### config.mk
export PLATFORM = sky130hd
export DESIGN_NAME = conv_seq_ctrl
export DESIGN_NICKNAME = d
export VERILOG_FILES = /design/src/rtl/conv_seq_ctrl.sv
export SDC_FILE = /design/constraint.sdc
export NUM_CORES = 2
export LEC_CHECK = 0
export CORE_MARGIN = 2
export CORE_UTILIZATION = 55
export DETAILED_ROUTE_END_ITERATION = 8
export PLACE_DENSITY = 0.85
export SLEW_MARGIN = 20
export SYNTH_ARGS = -nofsm -noshare
export SYNTH_HDL_FRONTEND = slang
export SYNTH_SLANG_ARGS = --single-unit
### constraint.sdc
create_clock -name clk_en -period 13.4 [get_ports clk_en]
set_clock_uncertainty 0.1 [all_clocks]
set_input_delay 1.34 -clock clk_en [delete_from_list [all_inputs] [get_ports clk_en]]
set_output_delay 1.34 -clock clk_en [all_outputs]
set_load 0.02 [all_outputs]
### src/rtl/conv_seq_ctrl.sv
// conv_seq_ctrl: sequential 2-D convolution, one multiply-accumulate tap per cycle.
// Operands are latched on a conv_en rising edge; each output streams out as it finishes.
module conv_seq_ctrl #(
  parameter int img_width     = 4,
  parameter int img_height    = 4,
  parameter int weight_width  = 2,
  parameter int weight_height = 2,
  parameter int padding       = 0,
  parameter int stride        = 1,
  parameter int bitwidth      = 16,
  localparam int result_width  =
    (img_width - weight_width + 2 * padding) / stride + 1,
  localparam int result_height =
    (img_height - weight_height + 2 * padding) / stride + 1,
  localparam int R  = result_width * result_height,
  localparam int KK = weight_width * weight_height,
  localparam int NP = img_width * img_height,
  localparam int DW = 2 * bitwidth,
  localparam int IW = (R > 1) ? $clog2(R) : 1
) (
  input  logic                     clk_en,
  input  logic                     rst_n,
  input  logic                     conv_en,
  input  logic [NP*bitwidth-1:0]   img,
  input  logic [KK*bitwidth-1:0]   weight,
  input  logic [bitwidth-1:0]      bias,
  output logic [R*DW-1:0]          result,
  output logic                     out_valid,
  output logic [DW-1:0]            out_data,
  output logic [IW-1:0]            out_idx,
  output logic                     busy,
  output logic                     conv_fin
);

  localparam int PW = $clog2(NP * bitwidth);
  localparam int WB = $clog2(KK * bitwidth);
  localparam int RB = $clog2(R * DW);

  typedef enum logic [1:0] {IDLE, LOAD, MAC, STORE} state_t;

  state_t                   state;
  logic                     prev_en;
  logic [NP*bitwidth-1:0]   img_q;
  logic [KK*bitwidth-1:0]   w_q;
  logic [bitwidth-1:0]      b_q;
  logic [DW-1:0]            acc;
  int                       cur;
  int                       orow;
  int                       ocol;
  int                       krow;
  int                       kcol;

  logic signed [bitwidth-1:0] pix;
  logic signed [bitwidth-1:0] wt;
  logic signed [DW-1:0]       prod;
  logic [DW-1:0]              bext;
  logic [DW-1:0]              sum;

  // Taps landing in the zero border select no image bits at all.
  always_comb begin
    int y;
    int x;
    int pb;
    int wb;
    y   = orow * stride + krow - padding;
    x   = ocol * stride + kcol - padding;
    pb  = (NP - 1 - (y * img_width + x)) * bitwidth;
    wb  = (KK - 1 - (krow * weight_width + kcol)) * bitwidth;
    pix = '0;
    if (y >= 0 && y < img_height && x >= 0 && x < img_width)
      pix = img_q[PW'(pb) +: bitwidth];
    wt   = w_q[WB'(wb) +: bitwidth];
    prod = $signed({{bitwidth{pix[bitwidth-1]}}, pix})
         * $signed({{bitwidth{wt[bitwidth-1]}}, wt});
    bext = {{bitwidth{b_q[bitwidth-1]}}, b_q};
    sum  = acc + bext;
  end

  always_ff @(posedge clk_en) begin
    if (!rst_n) begin
      state     <= IDLE;
      prev_en   <= 1'b0;
      img_q     <= '0;
      w_q       <= '0;
      b_q       <= '0;
      acc       <= '0;
      cur       <= 0;
      orow      <= 0;
      ocol      <= 0;
      krow      <= 0;
      kcol      <= 0;
      result    <= '0;
      out_valid <= 1'b0;
      out_data  <= '0;
      out_idx   <= '0;
      busy      <= 1'b0;
      conv_fin  <= 1'b0;
    end else begin
      prev_en   <= conv_en;
      out_valid <= 1'b0;
      conv_fin  <= 1'b0;
      unique case (state)
        IDLE: begin
          if (conv_en && !prev_en) begin
            state <= LOAD;
            busy  <= 1'b1;
          end
        end
        LOAD: begin
          img_q <= img;
          w_q   <= weight;
          b_q   <= bias;
          acc   <= '0;
          cur   <= 0;
          orow  <= 0;
          ocol  <= 0;
          krow  <= 0;
          kcol  <= 0;
          state <= MAC;
        end
        MAC: begin
          acc <= acc + prod;
          if (kcol == weight_width - 1) begin
            kcol <= 0;
            if (krow == weight_height - 1) begin
              krow  <= 0;
              state <= STORE;
            end else begin
              krow <= krow + 1;
            end
          end else begin
            kcol <= kcol + 1;
          end
        end
        STORE: begin
          result[RB'((R - 1 - cur) * DW) +: DW] <= sum;
          out_data  <= sum;
          out_idx   <= IW'(cur);
          out_valid <= 1'b1;
          acc       <= '0;
          if (cur == R - 1) begin
            state    <= IDLE;
            busy     <= 1'b0;
            conv_fin <= 1'b1;
          end else begin
            cur   <= cur + 1;
            state <= MAC;
            if (ocol == result_width - 1) begin
              ocol <= 0;
              orow <= orow + 1;
            end else begin
              ocol <= ocol + 1;
            end
          end
        end
      endcase
    end
  end

endmodule

# Word-level counts from Yosys, hierarchy flattened
# Index checks and enable logic that the tools add are counted.
# totals
regBits	858
# op_classes
magnitude_cmp	4
add_sub_neg	15
eq_ne	13
mux	26
mul	1
n_reduce_logical	17
shifts	4
# op_table
operator	count
one-hot mux 32 bit (2 select lines)	6
bitwise mux 288 bit	1
variable shift 32 x 10 -> 288 bit (first input constant)	1
indexed part select 32 x 10 -> 288 bit	1
2-to-1 mux 32 bit	8
indexed part select 256 x 8 -> 16 bit	1
adder 32 x 2 -> 32 bit (second input constant)	5
adder 32 bit	4
equality test 32 x 2 -> 1 bit (second input constant)	2
>= comparator 32 x 1 -> 1 bit (second input constant)	2
less-than comparator 32 x 4 -> 1 bit (second input constant)	2
indexed part select 64 x 6 -> 16 bit	1
equality test 32 x 3 -> 1 bit (second input constant)	1
equality test 32 x 5 -> 1 bit (second input constant)	1
multiplier 16 x 16 -> 32 bit	1
2-to-1 mux 16 bit	1
!= test 2 bit (second input constant)	6
negator 9 -> 10 bit	1
AND reduction 3 bit	3
2-to-1 mux 2 bit	4
one-hot mux 2 bit (4 select lines)	1
nonzero test 2 bit	4
AND reduction 2 bit	3
adder 4 bit	1
12 further kinds	19

# Logic depth before layout (Yosys ltp)
# depth
ltp_word	9
mapped_depth	47

# Worst setup path after synthesis
# OpenSTA, ideal clock, no wires.
# synth_timing
kind	reg2reg
start	reg ocol[0] (netlist bit)
end	reg acc[31]
setup_ns	0.064
t_arrival_ns	10.340
stages_incl_launch_ff	46
n_path_buf	2
slack_ns	2.896
synth_period_minus_slack_ns	10.504
cell_sequence	dfxtp_1 -> ha_1 -> inv_1 -> fa_1 -> xnor2_1 -> ha_1 -> xor2_1 -> or4_1 -> nor4_1 -> o211ai_1 -> nor3_1 -> nand4_1 -> nor4b_1 -> o2111ai_1 -> nor4_1 -> nand4_1 -> nand4bb_1 -> buf_2 -> [... 10 more ...] -> fa_1 -> inv_1 -> fa_1 -> inv_1 -> ha_1 -> o21a_1 -> o21a_1 -> o22ai_1 -> a211oi_1 -> a311oi_1 -> o41ai_1 -> a21oi_1 -> o21ai_0 -> a21oi_1 -> or4b_2 -> nor4_1 -> nor4_1 -> nand4_1
# synth_via
elab_chain_cells	8
elab_cells_between_ends	12
classes_between	add/sub (4); mul (1); order compare (2); shift (1); mux (2); reduce/logical (2)
# synth_lines
item	line_no	text
from (decl)	49	int ocol;
from (signal assigned)	152	ocol <= ocol + 1;
adder 32 bit (*)	66	x = ocol * stride + kcol - padding;
adder 4 bit or >= comparator 32 x 1 -> 1 bit (tied branches)	67, 70	
subtractor 1 x 4 -> 4 bit or logical AND 1 bit (tied branches)	67, 70	
indexed part select 256 x 8 -> 16 bit or logical AND 1 bit (tied branches)	71, 70	
2-to-1 mux 16 bit (*)	70	if (y >= 0 && y < img_height && x >= 0 && x < img_width)
multiplier 16 x 16 -> 32 bit (*)	74	* $signed({{bitwidth{wt[bitwidth-1]}}, wt});
adder 32 bit (*)	122	acc <= acc + prod;
one-hot mux 32 bit (2 select lines) (*)	102	unique case (state)
to (signal assigned)	122	
to (decl)	46	logic [DW-1:0] acc;
# Mark *: on every way between the ends. The rest lies on a longest branch, timed or not.
# A chain may end at the register's enable or synchronous reset.

# Worst setup path after layout
# layout_timing
start	reg kcol[1] (netlist bit)
end	reg acc[31]
# layout_via
elab_chain_cells	8
elab_cells_between_ends	15
classes_between	add/sub (6); mul (1); order compare (2); shift (2); mux (2); reduce/logical (2)
# layout_lines
item	line_no	text
from (decl)	51	int kcol;
from (signal assigned)	132	kcol <= kcol + 1;
adder 32 bit	66	
adder 4 bit or >= comparator 32 x 1 -> 1 bit (tied branches)	67, 70	
subtractor 1 x 4 -> 4 bit or logical AND 1 bit (tied branches)	67, 70	
indexed part select 256 x 8 -> 16 bit or logical AND 1 bit (tied branches)	71, 70	
2-to-1 mux 16 bit	70	
multiplier 16 x 16 -> 32 bit (*)	74	
adder 32 bit (*)	122	
one-hot mux 32 bit (2 select lines) (*)	102	
# Marks and branches as above.

==> results.py <==
metrics = {
    "global_route": {
        "grt_usage": 0.351,
        "antenna_found_initial": 7,
        "grt_max_degree": 128,
        "grt_pass1_wl_um": 230000,
        "grt_pass1_vias": 39100,
        "gr-total-overflow": 0,
    },
    "detailed_routing": {
        "drc_errors": 0,
        "routed_wl_um": 152000,
        "vias": 39900,
        "dr.pass1.iters": 8,
        "wire_per_inst_um": 22.8,
        "vias_per_cell": 5.99,
        "drtIter0Drc": 3772,
        "antenna_left": 0,
    },
    "power_and_ir_drop": {
        "intPower_w": 0.00406,
        "sw_frac_of_total": 0.360,
        "powerDensity_nw_per_um2": 117,
        "switchingPower_w": 0.00229,
        "p_leak_nw": 21.8,
        "max-vdd-ir-drop_uv": 127,
        "p_clk_frac": 0.343,
        "pwr-share-seq": 0.365,
        "comb_power_share": 0.292,
    },
    "synth": {
        "syn_area_um2": 45500,
        "ys_seq_area_frac": 0.307,
        "synth_flop_cell": "dfxtp_1",
        "synth-edff-count": 0,
        "ys_ff_latch": 698,
        "synth.avg_cell_area_um2": 8.85,
        "ys_warn_count": 0,
        "synthArstFlopShare": 0,
        "synth_cell_types": 101,
        "synthesis.nets": 5978,
        "synthCells": 5138,
    },
    "setup_path": {
        "rrSetupSlack_ps": 710,
        "path_class": "reg -> reg",
        "crit_path_max_incr_delay_ps": 770,
        "timing.critical_path.buf_inv": 5,
        "crit_fanout": 17,
        "worstPathArrival_ps": 13110,
        "cp.required_ps": 13820,
        "end_kind": "register",
        "cpMaxStageDelayCell": "a221oi_1",
        "cp-start-kind": "register",
        "crit_family": "simple AND/OR/NAND/NOR gates",
    },
    "timing": {
        "max_freq_mhz": 78.8,
        "fin_tns_setup_ps": 0,
        "timing.final.hold_violations": 0,
        "maxSlewViolCount": 0,
        "maxSlewHeadroom": 0.147,
        "period_needed_ps": 12690,
        "finalSetupViolCount": 0,
        "tightestPinTransition_ps": 1280,
        "grt_setup_unrepaired": "false",
        "min_period_over_period": 0.947,
        "hold_slack_ps": 362,
    },
    "clocking": {
        "cts_buffers": 76,
        "cts.htree.levels": 3,
        "cts_tree": "yes",
        "path_clk_slew_ps": 60,
        "clk_latency_ps": 660,
        "cts_buffer_depth": 3,
        "clock-sinks": 698,
        "ctsHoldBuffers": 0,
        "cts-root-buf": "clkbuf_16",
    },
    "cells_and_area": {
        "final_nets": 6372,
        "final_area_um2": 54400,
        "area_growth_pct": 19.5,
        "drive_gt1_frac": 0.0646,
    },
    "die": {
        "die_h_um": 292,
        "ioPinCount": 666,
        "coreArea_um2": 82000,
        "die-area_um2": 85000,
        "initial_utilization": 0.555,
        "placementRows": 105,
        "die_w_um": 292,
    },
    "place": {
        "gp_congestion": 1.01,
        "io_buffers": 505,
        "dpl_cell_area_um2": 51700,
        "hpwl_um": 113000,
    },
    "status": {
        "status": "completed",
    },
    "run": {
        "maxCapViolations": 0,
    },
    "hold_path": {
        "hold_class": "reg -> reg",
    },
}
per-layer routing:
layer | up-vias | share of wire | global-route usage
li1 | 18100 | - | -
met1 | 19400 | 0.40 | 0.462
met2 | 1954 | 0.43 | 0.524
met3 | 432 | 0.11 | 0.0991
met4 | 0 | 0.058 | 0.183
met5 | - | 0 | 0
cell type report:
type / instances / area, um2
Multi-Input combinational cell: 3780 / 29300
Fill cell: 6359 / 27600
Sequential cell: 698 / 14000
Timing Repair Buffer: 583 / 5680
Clock buffer: 103 / 2170
Inverter: 393 / 1480
Tap cell: 1070 / 1340
Clock inverter: 34 / 397
Antenna cell: 1 / 2.50
registers in the layout, indices dropped and copies added (netlist names):
register and count:
krow 32, out_idx 4, kcol 32, prev_en 1
orow 32, out_data 32, result 288, img_q 128
w_q 32, cur 32, out_valid 1, acc 32
ocol 32, b_q 16, busy 1, state 2
conv_fin 1
logic make-up after synthesis:
kind of cell,share of synthesized area
compound gates,0.123
xor+xnor,0.0424
fa+ha+maj,0.187
buf+inv,0.0565
flops,0.307
mux,0.0727
simple gates,0.212
power by group through the flow:
stage / registers (W) / clock network, W / logic [W]
after detailed placement: 0.00236 / 0 / 0.00176
after CTS: 0.00231 / 0.00218 / 0.00178
final: 0.00232 / 0.00218 / 0.00185
after floorplan: 0.00232 / 0 / 0.00110
after global routing: 0.00233 / 0.00226 / 0.00192
after global placement: 0.00235 / 0 / 0.00172
cells in the mapped netlist, drive strengths merged, types with 10 or more instances:
library cell  count  area share
o211a            22      0.0048
or2              12      0.0017
mux2i           230       0.051
nand2b           41      0.0056
or3              31      0.0043
xnor2            96       0.018
xor2            124       0.024
inv             392       0.032
dfxtp           698        0.31
nand2           645       0.053
clkbuf          204       0.017
nand3           160       0.018
nor4b            16      0.0032
nor2            400       0.033
buf              62      0.0070
a21oi           161       0.018
nand4           120       0.017
o31ai            10      0.0018
o21ai           110       0.012
nor3             50      0.0058
a22oi            45      0.0074
o211ai           25      0.0042
o2111ai          10      0.0019
ha              206       0.057
a21o             38      0.0063
o21bai           20      0.0035
nor4             53      0.0073
and2             39      0.0054
or4              13      0.0022
o21a             21      0.0035
fa              295        0.13
and3             51      0.0070
mux4             32       0.016
and4             11      0.0021
mux2             25      0.0062
a211oi           20      0.0035
nor2b           288       0.040
a21boi          243       0.040
nand3b           11      0.0018
worst paths after layout:
| check | startpoint | cells after the start | endpoint |
|---|---|---|---|
| setup / recovery | kcol[1]$_SDFFE_PN0P_ | 41 | acc[31]$_SDFFE_PN0P_ |
| setup reg to reg | kcol[1]$_SDFFE_PN0P_ | 41 | acc[31]$_SDFFE_PN0P_ |
| hold / removal | result[169]$_SDFFE_PN0P_ | 2 | result[169]$_SDFFE_PN0P_ |
| hold reg to reg | result[169]$_SDFFE_PN0P_ | 2 | result[169]$_SDFFE_PN0P_ |
layout by cell type (no fill, tap or decap), types with 203 or more instances in the layout:
| cell | Yosys | final |
|---|---|---|
| nand2_1 | 644 | 642 |
| clkdlybuf4s50_1 | 0 | 504 |
| fa_1 | 295 | 294 |
| nor2b_1 | 288 | 288 |
| ha_1 | 206 | 203 |
| inv_1 | 392 | 392 |
| dfxtp_1 | 698 | 698 |
| nor2_1 | 398 | 392 |
| mux2i_1 | 230 | 226 |
| a21boi_0 | 243 | 243 |
through the flow:
| stage | utilization | instances | total power, W | worst slack [ps] |
|---|---|---|---|---|
| 2_1_floorplan | - | 5138 | 0.00342 | 2900 |
| 3_3_place_gp | 0.631 | 6522 | 0.00407 | 954 |
| 3_5_place_dp | 0.631 | 6522 | 0.00411 | 838 |
| 4_1_cts | 0.662 | 6659 | 0.00628 | 692 |
| 5_1_grt | 0.663 | 6661 | 0.00651 | 40.1 |
| 6_report | 0.663 | 6662 | 0.00635 | 710 |
worst min-delay path: stages, from the launching register on:
cell      delay, ps
dfxtp_1         310
nand2_1          40
a21boi_0         60
timing repair:
item,in CTS,in global routing
setup buffers,0,0
endpoints found under the setup margin,0,1
resized for setup,0,5
Note: power is estimated with default switching activity, not from simulation.
==> edit, RTL diff (same flow settings) <==
Change the parameter `weight_width` from 2 to 4.
--- a/src/rtl/conv_seq_ctrl.sv
+++ b/src/rtl/conv_seq_ctrl.sv
@@ -3,7 +3,7 @@
 module conv_seq_ctrl #(
   parameter int img_width     = 4,
   parameter int img_height    = 4,
-  parameter int weight_width  = 2,
+  parameter int weight_width  = 4,
   parameter int weight_height = 2,
   parameter int padding       = 0,
   parameter int stride        = 1,
Interface: changed (resized out_idx, result and weight); port bits go from 666 to 536. The function was not compared with the original's and may differ.
==> edit against the original RTL <==
  * Wire length shrank 30%
  * Total power shrank 20%
  * Sequential power shrank 20%
  * Sequential cell count shrank 162
  * Worst hold slack gained 0.0016 ns
  * Combinational power shrank 21%
  * Synthesized cell count shrank 16%
  * Critical path depth shrank 3
  * Count of clock-buffer cells in the layout shrank 20
  * Clock power shrank 20%
  * Cell area shrank 17%
  * Worst setup slack gained 0.55 ns
  * Area after synthesis shrank 14%
  * Critical endpoint unchanged
  * Largest cell class unchanged
==> edit: results (changes against the original RTL) <==
| Metric | Value |
|---|---|
| Initial antenna violation count | `5 (was 7)` |
| H-tree lvl count | `2 (was 3)` |
| Top flop regs | `img_q: 128 flops, result: 96 flops, w_q: 64 flops (was result: 288 flops, img_q: 128 flops)` |
| HP Start | `result[72] (was result[169])` |
| Vias/cell | `5.80 (was 5.99)` |
| Worst ir drop on vdd | `0.134 mV (was 0.127 mV)` |
| Cell family with most CP delay | `adder cells (was simple AND/OR/NAND/NOR gates)` |
| Syn Nets | `5196 (was 5978)` |
| Drt total wl | `107000 microns (was 152000 microns)` |
| Fillers | `5521 (was 6359)` |
| Placer Congestion | `0.955 (was 1.01)` |
| Leak Pwr | `0.0187 uW (was 0.0218 uW)` |
| Vias in the first global route | `31604 (was 39143)` |
| Largest stage delay on the critical path | `0.88 ns (was 0.77 ns)` |
| Global router's overall resource usage | `28.7% (was 35.1%)` |
| Cell count after synthesis | `4291 (was 5138)` |
| Top cells by area, synth | `dfxtp_1 (28%), fa_1 (15%), mux2i_1 (6.7%), ha_1 (6.6%), nor2b_1 (5.4%) (was dfxtp_1 (31%), fa_1 (13%), ha_1 (5.7%), nand2_1 (5.3%), mux2i_1 (5.1%))` |
| Worst skew pair latency | `0.63 ns (was 0.66 ns)` |
| PortBufs | `343 (was 505)` |
| Placed cell count | `5395 (was 6522)` |
| Wire per inst | `19.4 microns (was 22.8 microns)` |
| Layout cell share with drive strength beyond 1 | `5.08% (was 6.46%)` |
| Hold endpoint | `result[72] (was result[169])` |
| Synth cell count leaders | `dfxtp_1 (536), inv_1 (390), nor2_1 (372) (was dfxtp_1 (698), nand2_1 (644), nor2_1 (398))` |
| Worst path buffer plus inverter count | `7 (was 5)` |
| Post-DP HPWL | `81400 microns (was 113000 microns)` |
| Inserted Clock Buffers | `58 (was 76)` |
| Crit-path slowest cell | `dfxtp_2 (was a221oi_1)` |
| Worst reg-to-reg path cell count | `38 (was 41)` |
| Critical R2R Launch | `kcol[0] (was kcol[1])` |
| Status | `finished clean (unchanged)` |
| Detailed Routing Iterations Pass 1 | `5 (was 8)` |
| Dpl cell area | `43000 sq um (was 51700 sq um)` |
| WHS | `0.364 ns (was 0.362 ns)` |
| Sequential cell area fraction in the yosys report | `27.5% (was 30.7%)` |
| Largest net degree at the start of global routing | `140 (was 128)` |
| Crit path DAT | `12.61 ns (was 13.11 ns)` |
[edit: changes by cell type after synthesis, sizes merged, moves of 29 or more]
cell	change
nand2	-360
a21boi	-220
dfxtp	-162
nand4	-57
clkbuf	-56
nand3	-51
nor2b	+49
a21oi	-40
mux2i	+30
a22oi	+29
[edit: through the flow]
| step | utilization (%) | total power, uW | setup slack, ns |
|---|---|---|---|
| global placement | 61.3 | 3290 | 1.69 |
| finish | 64.4 | 5070 | 1.26 |
| detailed placement | 61.4 | 3330 | 1.47 |
| global route | 64.4 | 5280 | 0.640 |
| CTS | 64.4 | 5080 | 1.46 |
| floorplan | - | 2890 | 2.83 |
[edit: final cells by class]
cell class / count / area share [%]
repair buffers: 369 / 8.08
inverters: 390 / 3.24
multi-input cells: 3160 / 57.6
well taps: 940 / 2.60
clock buffers: 83 / 3.92
flip-flops and latches: 536 / 23.8
diodes: 2 / 0.0111
clock inverters: 27 / 0.748
[edit: worst register-to-register path, delay by kind of cell, from the launching register on]
kind                       cells  cell delay [ns]
AOI/OAI and AO/OA             11             3.05
and+or+nand+nor               11             3.02
buffers and inverters          7             0.75
adders and majority gates      9             4.26
DFF                            1             0.88
[edit: worst max path at each step]
stage	startpoint	endpoint	slack, ns	cells past startpoint
2_1_floorplan	kcol[1]	acc[28]	2.83	40
3_3_place_gp	kcol[0]	acc[31]	1.69	41
3_5_place_dp	kcol[0]	acc[31]	1.47	38
4_1_cts	kcol[0]	acc[31]	1.46	38
5_1_grt	kcol[0]	acc[31]	0.64	36
6_report	kcol[0]	acc[31]	1.26	38
[edit: cells by family after synthesis]
kind of cell	count (synthesis)	share of synthesized area, %
simple gates	1548	20.6
buf+inv	595	5.85
compound gates	566	9.58
flops	536	27.5
fa+ha+maj	502	21.8
mux	311	9.42
xor+xnor	233	5.24
[edit: routing by layer]
metal	up-vias	track usage, %	routed length, microns
met4	6	9.13	3440
met5	-	0	46
met3	213	6.49	9540
met1	15496	38.4	45300
met2	1298	46.2	48700
li1	14943	-	-
[edit: power groups by stage]
stage               logic [uW]  registers [uW]  clock network [uW]
floorplan                 1050            1840                   0
CTS                       1450            1860                1760
detailed placement        1440            1890                   0
global placement          1410            1880                   0
global route              1570            1880                1830
finish                    1470            1860                1740
